$ cat config.mk
export PLATFORM = sky130hd
export DESIGN_NAME = mac_sequencer
export DESIGN_NICKNAME = d
export VERILOG_FILES = /design/src/rtl/mac_sequencer.sv
export SDC_FILE = /design/constraint.sdc
export NUM_CORES = 1
export LEC_CHECK = 0
export BUFFER_PORTS_ARGS = -buffer_cell sky130_fd_sc_hd__buf_2
export CAP_MARGIN = 25
export CORE_UTILIZATION = 44
export CTS_CLUSTER_DIAMETER = 60
export DETAILED_ROUTE_END_ITERATION = 6
export PLACE_DENSITY = 0.76
export RECOVER_POWER = 50
export SLEW_MARGIN = 20
export SYNTH_ARGS = -nofsm -noshare
export SYNTH_HDL_FRONTEND = slang
export SYNTH_SLANG_ARGS = --single-unit
$ cat constraint.sdc
create_clock -name clk -period 1.9 [get_ports clk]
set_input_delay 0.19 -clock clk [delete_from_list [all_inputs] [get_ports clk]]
set_output_delay 0.19 -clock clk [all_outputs]
set_load 0.02 [all_outputs]
$ cat src/rtl/mac_sequencer.sv
// Job sequencer for a single fp16 MAC processing element: clears the PE, streams
// operand pairs into it, flushes its pipeline with zero beats and captures the result.
module mac_sequencer #(
   parameter int W     = 16,
   parameter int LEN_W = 8,
   parameter int DRAIN = 3
) (
   input  logic             clk,
   input  logic             reset,
   input  logic             start,
   input  logic [LEN_W-1:0] len,
   input  logic             in_valid,
   output logic             in_ready,
   input  logic [W-1:0]     in_a,
   input  logic [W-1:0]     in_b,
   output logic             pe_clr,
   output logic             pe_en,
   output logic [W-1:0]     pe_a,
   output logic [W-1:0]     pe_b,
   input  logic [W-1:0]     pe_p,
   output logic             out_valid,
   input  logic             out_ready,
   output logic [W-1:0]     out_data,
   output logic             busy
);

   typedef enum logic [2:0] {
      S_IDLE,
      S_CLEAR,
      S_FEED,
      S_DRAIN,
      S_SETTLE,
      S_HOLD
   } state_t;

   localparam logic [LEN_W-1:0] DRAIN_LAST = LEN_W'(DRAIN - 1);
   localparam logic [LEN_W-1:0] ONE        = LEN_W'(1);

   state_t           state_q, state_d;
   logic [LEN_W-1:0] rem_q, rem_d;
   logic [LEN_W-1:0] drain_q, drain_d;
   logic             pe_en_q, pe_en_d;
   logic [W-1:0]     pe_a_q, pe_a_d;
   logic [W-1:0]     pe_b_q, pe_b_d;
   logic [W-1:0]     out_data_q, out_data_d;

   always_ff @(posedge clk or posedge reset) begin
      if (reset) begin
         state_q    <= S_IDLE;
         rem_q      <= '0;
         drain_q    <= '0;
         pe_en_q    <= 1'b0;
         pe_a_q     <= '0;
         pe_b_q     <= '0;
         out_data_q <= '0;
      end else begin
         state_q    <= state_d;
         rem_q      <= rem_d;
         drain_q    <= drain_d;
         pe_en_q    <= pe_en_d;
         pe_a_q     <= pe_a_d;
         pe_b_q     <= pe_b_d;
         out_data_q <= out_data_d;
      end
   end

   // pe_en is re-decided every edge; operands hold unless a transfer or flush beat loads them.
   always_comb begin
      state_d    = state_q;
      rem_d      = rem_q;
      drain_d    = drain_q;
      pe_en_d    = 1'b0;
      pe_a_d     = pe_a_q;
      pe_b_d     = pe_b_q;
      out_data_d = out_data_q;

      case (state_q)
         S_IDLE: begin
            if (start) begin
               if (len != '0) begin
                  rem_d   = len;
                  state_d = S_CLEAR;
               end else begin
                  out_data_d = '0;
                  state_d    = S_HOLD;
               end
            end
         end
         S_CLEAR: begin
            state_d = S_FEED;
         end
         S_FEED: begin
            if (in_valid) begin
               pe_en_d = 1'b1;
               pe_a_d  = in_a;
               pe_b_d  = in_b;
               rem_d   = rem_q - ONE;
               if (rem_q == ONE) begin
                  drain_d = DRAIN_LAST;
                  state_d = S_DRAIN;
               end
            end
         end
         S_DRAIN: begin
            pe_en_d = 1'b1;
            pe_a_d  = '0;
            pe_b_d  = '0;
            if (drain_q == '0) begin
               state_d = S_SETTLE;
            end else begin
               drain_d = drain_q - ONE;
            end
         end
         S_SETTLE: begin
            out_data_d = pe_p;
            state_d    = S_HOLD;
         end
         S_HOLD: begin
            if (out_ready) begin
               state_d = S_IDLE;
            end
         end
         default: begin
            state_d = S_IDLE;
         end
      endcase
   end

   assign in_ready  = (state_q == S_FEED);
   assign pe_clr    = (state_q == S_CLEAR);
   assign out_valid = (state_q == S_HOLD);
   assign busy      = (state_q != S_IDLE);
   assign pe_en     = pe_en_q;
   assign pe_a      = pe_a_q;
   assign pe_b      = pe_b_q;
   assign out_data  = out_data_q;

endmodule

==> run summary, run 1 <==
The final hold violation count came to 0. The antenna diode count came out at 0. The via count of the first global-routing pass came out at between 2,000 and 2,500. Summed over all cells, the static leakage comes to roughly 0.0019 uW. The number of buffers created by CTS is 9. The number of distinct standard cells referenced by the synthesized netlist came out at between 40 and 50.

The count of pins over their slew limit came to 0. For this run, the total global-route usage over all layers was measured as ~21%. The delay of the slowest cell on the worst path is 0.44 ns. The synthesized flop and latch total is 68. The async set or reset register ratio after synthesis is between 90% and 100%. The initial core utilization came out at 46.49%. The total number of H-tree levels came out at 3. For this design the ratio of total power to cell area is between 1500 and 2000 nW/um^2. TritonCTS built the clock tree. The count of input and output buffers is 113. The count of mapped cells out of synthesis came out at about 260.

In this run the tightest slew margin relative to its limit is between 20% and 30%. The clock sink count came out at 68. The met3 wire length came out at approximately 540 um. The routed wirelength normalized by instance count came out at 15.11 um. The worst slack at placement is about 0.093 ns.

The library cell used most frequently in the layout, excluding fill and tap cells, is sky130_fd_sc_hd__dfrtp_1. The routability-driven placement congestion ratio is approximately 0.81. Setup repair after global routing left no endpoint under its margin. The critical path goes through or3b_1 > inv_1 > buf_6 > buf_2. The flow ran to the end, but the final reports show violations.

The netlist area before placement is ~3000 sq um. The HPWL after detailed placement came out at slightly above 5 mm. The critical-path cell with the highest stage delay is sky130_fd_sc_hd__dfrtp_2. In the layout the commonest cells are sky130_fd_sc_hd__dfrtp_1 (67), sky130_fd_sc_hd__buf_2 (63), sky130_fd_sc_hd__clkbuf_1 (50). Data arrives at the worst endpoint at about 1.7 ns. The maximum clock skew at final layout is 0.005925 ns. After clock tree synthesis, the clock-pin slew on the worst setup and hold paths is 0.08 ns.

The area enclosed by the die boundary is a little over 7000 sq um. STA classifies the critical path startpoint as a register. The critical path in this run is classified as reg2out.

After detailed routing, the number of remaining DRC violations is 5. The standard-cell row count is 29. For this run, the leading register cell type out of synthesis is sky130_fd_sc_hd__dfrtp_1.

The routed wire length came out at between 7 and 8 mm. The sum of routed wire segments on met1 came out at about 3.1 mm. Power comes to approximately 6400 uW. The required time at the worst-slack endpoint came out at ~1.7 ns. The checks that failed: DRC. The total vias in the final route is roughly 2,600. The maximum operating frequency is 0.5441 GHz. The core region is between 6000 and 7000 sq um. The worst voltage drop across the vdd grid came out at 919.3 uV.

The top fanout value on the critical path came out at 13. The detailed-route vias per instance is between 5 and 6. Compared with the post-synthesis result, the final layout area differs by 28.79%.

The total congestion overflow came out at 0. Summed over all failing endpoints, the final setup total negative slack is 0 ns. The number of nets produced by synthesis came out at between 300 and 400.

The root buffer selected by CTS is sky130_fd_sc_hd__clkbuf_8. In this run the mean area of a mapped cell was approximately 12 sq um. The die width came out at roughly 85 um. The max-cap violation count came out at 0. Sequential cells were found to cover a little under three fifths of the synthesized design area. The count of nets left with antenna violations once routing finished came out at 0. STA classifies the critical path endpoint as an output pin. The worst hold slack is between 0.04 and 0.05 ns. The routed design uses about 3.2 mm of met2 wire.

The first-pass GRT wire length is between 10 and 15 mm. In this run the worst hold path is classified as in2reg. The number of buffer and inverter stages on the critical path came out at 3. The number of inserted filler cells in the final layout came out at between 500 and 600. The shortest period the worst path allows is around 1.8 ns. The fraction of final layout cells sized beyond drive strength 1 is about 29%. The highest metal layer carrying signal wires in the routed design is met4. In this run, synthesis inferred 0 flip-flops with an integrated enable.

The slew at the pin with the worst max-slew slack is 1.153 ns. The count of synthesis-stage warnings from yosys came out at 0. The kind of cell with the highest combined delay along the critical path is buffers and inverters. The number of antenna violations at the first check in global routing was 0. The end-of-flow core utilization came out at approximately three fifths.

The DRC marker count from the first detailed-route iteration is ~130. The maximum number of pins on one net before global-route repair is 45. Dividing the final minimum period by the clock period gives roughly 97%.

For the worst-skew pair, the clock arrives at the later sink with an insertion delay of between 0.3 and 0.4 ns. The floorplan step set the die height to 84.61 um. The number of top-level pins is 114.

The first-pass iteration count of the detailed router came out at 6. Setup slack on the critical path of the routed design comes to roughly 0.062 ns. The net count of the finished layout is around 450. The number of endpoints failing setup at the final stage is 0. The maximum number of buffers from clock root to sink is 2.
## area by class of cell
class | count | area, sq um | share of cell area [%]
clock buffer | 9 | 123.9 | 3.203
clock inverter | 7 | 75.07 | 1.941
inverter | 13 | 50.05 | 1.294
multi-input combinational | 162 | 1170 | 30.25
sequential | 68 | 1703 | 44.03
tap | 77 | 96.34 | 2.491
timing repair buffer | 130 | 649.4 | 16.79
## repair_timing
| action | in CTS | in global routing |
|---|---|---|
| hold endpoints to repair | 24 | 0 |
| hold buffers | 1 | 0 |
| setup endpoints to repair | 0 | 1 |
| resized for setup | 0 | 2 |
| setup buffers | 0 | 1 |
## metal layers
metal  up-vias  GRT usage [%]
met3        15          6.490
met4         0          8.012
met2       105          32.08
met1      1226          27.08
li1       1218              -
met5         -              0
## report_power, final
part           total, uW  internal (uW)  switching [uW]
Combinational       2790           1100            1690
Clock               1190            609             578
Sequential          2440           2030             407
## path summary, 6_finish.rpt
path	start	endpoint	slack, ns	cells past startpoint
min	in_a[13]	pe_a[13]	0.05	2
min in group asynchronous	reset	out_data[5]	0.61	3
max in group asynchronous	reset	rem_q[6]	0.57	4
max reg2reg	rem_q[5]	drain_q[1]	0.12	5
min reg2reg	out_data[2]	out_data[2]	0.50	1
max	state_q[2]	in_ready	0.06	4
## flip-flops by register name, summed over array words and instances, names as in the netlist
signal	cells
rem_q	8
out_data	16
drain_q	8
pe_b	16
pe_a	16
state_q	3
pe_en	1
## per-stage QoR
stage          instance area, sq um  cells
6_report                       3867    466
5_1_grt                        3867    466
4_1_cts                        3920    465
3_5_place_dp                   3711    448
3_3_place_gp                   3711    448
2_1_floorplan                  3007    257
## cells by family (layout without fill, tap and decap cells)
kind of cell	after synthesis	after routing	synth area share, %
AO/OA/AOI/OAI	96	96	24.46
flip-flops	68	68	56.67
AND/OR/NAND/NOR	60	60	11.79
buffers and inverters	27	159	4.666
adder cells (fa/ha/maj)	4	4	1.667
multiplexers	2	2	0.7499
## Yosys cell counts (4+ instances only)
master / n / area share (%)
sky130_fd_sc_hd__dfrtp_1: 68 / 57
sky130_fd_sc_hd__a22o_1: 47 / 14
sky130_fd_sc_hd__a21oi_1: 14 / 2.3
sky130_fd_sc_hd__nor2_1: 14 / 1.7
sky130_fd_sc_hd__o21ai_0: 13 / 2.2
sky130_fd_sc_hd__inv_1: 12 / 1.5
sky130_fd_sc_hd__nand2_1: 8 / 1.0
sky130_fd_sc_hd__nor3_1: 8 / 1.3
sky130_fd_sc_hd__clkbuf_1: 6 / 0.75
sky130_fd_sc_hd__nand3_1: 6 / 1.0
sky130_fd_sc_hd__ha_1: 4 / 1.7
Power figures use the tool's default switching activity.
==> inputs of run 2 (changes only) <==
Settings changed: RECOVER_POWER 50 to default.
==> run 2 against run 1 <==
The flow still finishes with violations (DRC). Routed wire length hardly changed. Clock power hardly changed. Combinational power is 4% higher. Setup slack hardly changed. Global-route usage stayed put. Register-to-register slack worse by 0.03 ns. Critical path depth stayed put. Via count is 0.12% higher. Largest power group unchanged.
==> run summary, run 2 (same netlist as run 1, synthesis figures left out) <==
Leaving out fill and tap cells, the most frequent cells in the layout are sky130_fd_sc_hd__buf_2 (113), sky130_fd_sc_hd__dfrtp_1 (67), sky130_fd_sc_hd__a22o_1 (47). The fraction of final layout cells sized beyond drive strength 1 is between 40% and 50%. Leaving out filler cells and counting taps, the final layout contains around 470. In this run the critical register-to-register path is launched from rem_q[5]. The via count of the first global-routing pass is about 2,500. The routability-driven placement congestion ratio is between 0.8 and 0.9. The routed wire length is between 7 and 8 mm. The total DRC errors in the routed layout is 5. The flow ran to the end, but the final reports show violations. The worst setup path is captured at an output pin. The DRC marker count from the first detailed-route iteration came out at 140. The critical path is of the reg2out type. The initial core utilization came out at between 40 and 50%.

The summed negative setup slack over all endpoints came out at 0 ns. The total congestion overflow is 0. The count of pins over their slew limit is 0. The required time at the worst-slack endpoint came out at roughly 1.7 ns. Setup repair after global routing left no endpoint under its margin. No sink is reached through more buffers than the 2 on the longest clock path. In this run the tightest slew margin relative to its limit is 58.32%.

The die width is between 80 and 90 um. The number of antenna violations at the first check in global routing came to 0. Derived from the worst setup path, the maximum achievable clock frequency is roughly 0.54 GHz.

The top fanout value on the critical path came out at 13. The clock sink count came out at between 60 and 70. Global routing used 20.62% of the available tracks. The final hold violation count came out at 0. Clock-pin slew was measured on the worst setup and hold paths at around 0.080 ns. The root buffer selected by CTS is sky130_fd_sc_hd__clkbuf_8. The maximum number of pins on one net before global-route repair came out at 45. In this run the worst hold path is classified as in2reg. The setup check on the worst reg-to-reg path leaves a slack of about 0.090 ns. The worst hold path passes through 2 cells. The clock latency on the worst-skew pair is about 0.35 ns. Dividing the final minimum period by the clock period gives between 90 and 100%. The worst setup path is launched from a register.

The leading cell type in the layout, fill and taps excluded is sky130_fd_sc_hd__buf_2. The number of buffer and inverter stages on the critical path came out at 3. The shortest period the worst path allows is between 1.5 and 2 ns. In this run the critical register-to-register path is captured at drain_q[1]. The first-pass iteration count of the detailed router is 6.

The standard-cell row count is 29. The count of nets left with antenna violations once routing finished came out at 0. The arrival time reported for the critical path endpoint is about 1.7 ns. The worst voltage drop across the vdd grid is about 930 uV.

For this design, the slowest cell found on the critical path is sky130_fd_sc_hd__dfrtp_2. The total number of H-tree levels came out at 3. The start point of the worst hold path is in_a[13].

The number of top-level pins is 114. The number of endpoints failing setup at the final stage is 0. The maximum clock skew at final layout is 0.007179 ns.

The core region is roughly 6500 sq um. The tool flagged a number of max-cap violations equal to 0. The number of nets in the layout is approximately 450.

The HPWL after detailed placement is between 5 and 6 mm. Broken down by cell family, the worst path's largest delay share belongs to buffers and inverters. The routed wirelength normalized by instance count came out at between 15 and 20 um. The number of antenna diodes in the final layout is 0.

The area added between synthesis and finish is 30.96%. The number of instances in the placed design came out at 448. The path with the worst hold slack has its endpoint at pe_a[13]. The TritonCTS clock tree is yes. The vertical extent of the die is approximately 85 um. The final reports fail on DRC. The slew at the pin with the worst max-slew slack is around 0.63 ns. The first-pass GRT wire length is between 10 and 15 mm. The detailed-route vias per instance came out at approximately 5.5. The areal power density over the cells is between 1500 and 2000 nW/um^2. For this run, the slowest stage of the critical path takes between 0.4 and 0.5 ns. The static leakage power came out at slightly above 0.002 uW.

The die covers 7159 sq um. During placement, the flow inserted port buffers numbering around 110. Buffers inserted during clock tree synthesis total 9. The number of cell instances on the worst register-to-register path is 5.

Walking the worst path, the cells encountered are or3b_1 > inv_1 > buf_6 > buf_2. The total vias in the final route is 2,567.
[run 2: changes by cell type in the layout (fill, tap and decap cells not counted), sizes merged]
cell    change
buf        +50
clkbuf     -50
[run 2: cell type report]
cell class | count | area [sq um]
clock inverters | 7 | 75.07
inverters | 13 | 52.55
multi-input cells | 162 | 1170
well taps | 77 | 96.34
flip-flops and latches | 68 | 1703
fillers | 530 | 2526
repair buffers | 130 | 711.9
clock buffers | 9 | 123.9
[run 2: layer usage]
metal | GRT usage (%) | up-vias | wire, um
li1 | - | 1217 | -
met4 | 8.012 | 0 | 132
met1 | 27.08 | 1226 | 3074
met2 | 32.08 | 110 | 3304
met3 | 6.490 | 14 | 536
met5 | 0 | - | 0
[run 2: worst max-delay path by stage]
stage          slack (ns)  startpoint     endpoint  depth (start not counted)
3_5_place_dp         0.09      len[2]  out_data[8]                          5
2_1_floorplan        0.14  drain_q[0]   drain_q[1]                          6
6_report             0.06  state_q[2]     in_ready                          4
4_1_cts              0.03  state_q[0]     in_ready                          4
3_3_place_gp         0.12      len[2]  out_data[3]                          5
5_1_grt              0.01  state_q[2]     in_ready                          4
[run 2: stage by stage]
stage / hold WS, ns / setup slack, ns / total power, uW / utilization [%] / instance area [sq um]
finish: 0.04974 / 0.06209 / 6508 / 60.89 / 3933
global route: 0.03477 / 0.01311 / 6909 / 60.89 / 3933
CTS: 0.03751 / 0.03366 / 6520 / 60.69 / 3920
detailed placement: 0.2703 / 0.09322 / 5316 / 57.46 / 3711
global placement: 0.2710 / 0.1186 / 5213 / 57.46 / 3711
floorplan: 0.3227 / 0.1406 / 4368 / - / 3007
[run 2: power breakdown]
part / internal, uW / switching (uW) / total [uW]
registers: 2030 / 394 / 2420
logic: 1210 / 1690 / 2900
clock network: 609 / 576 / 1190
total: 3850 / 2660 / 6510
[run 2: worst register-to-register path, cell delays in order (launching register included)]
cell and delay (ns):
sky130_fd_sc_hd__dfrtp_1 0.42, sky130_fd_sc_hd__nor4b_1 0.43, sky130_fd_sc_hd__buf_4 0.19, sky130_fd_sc_hd__nand4_2 0.17, sky130_fd_sc_hd__nand2b_4 0.15, sky130_fd_sc_hd__mux2_2 0.34
[run 2: what timing repair did]
item | 4_1_cts | 5_1_grt
hold endpoints to repair | 24 | 0
endpoints found under the setup margin | 0 | 1
gates resized for setup | 0 | 2
hold buffers | 1 | 0
buffers inserted | 0 | 1
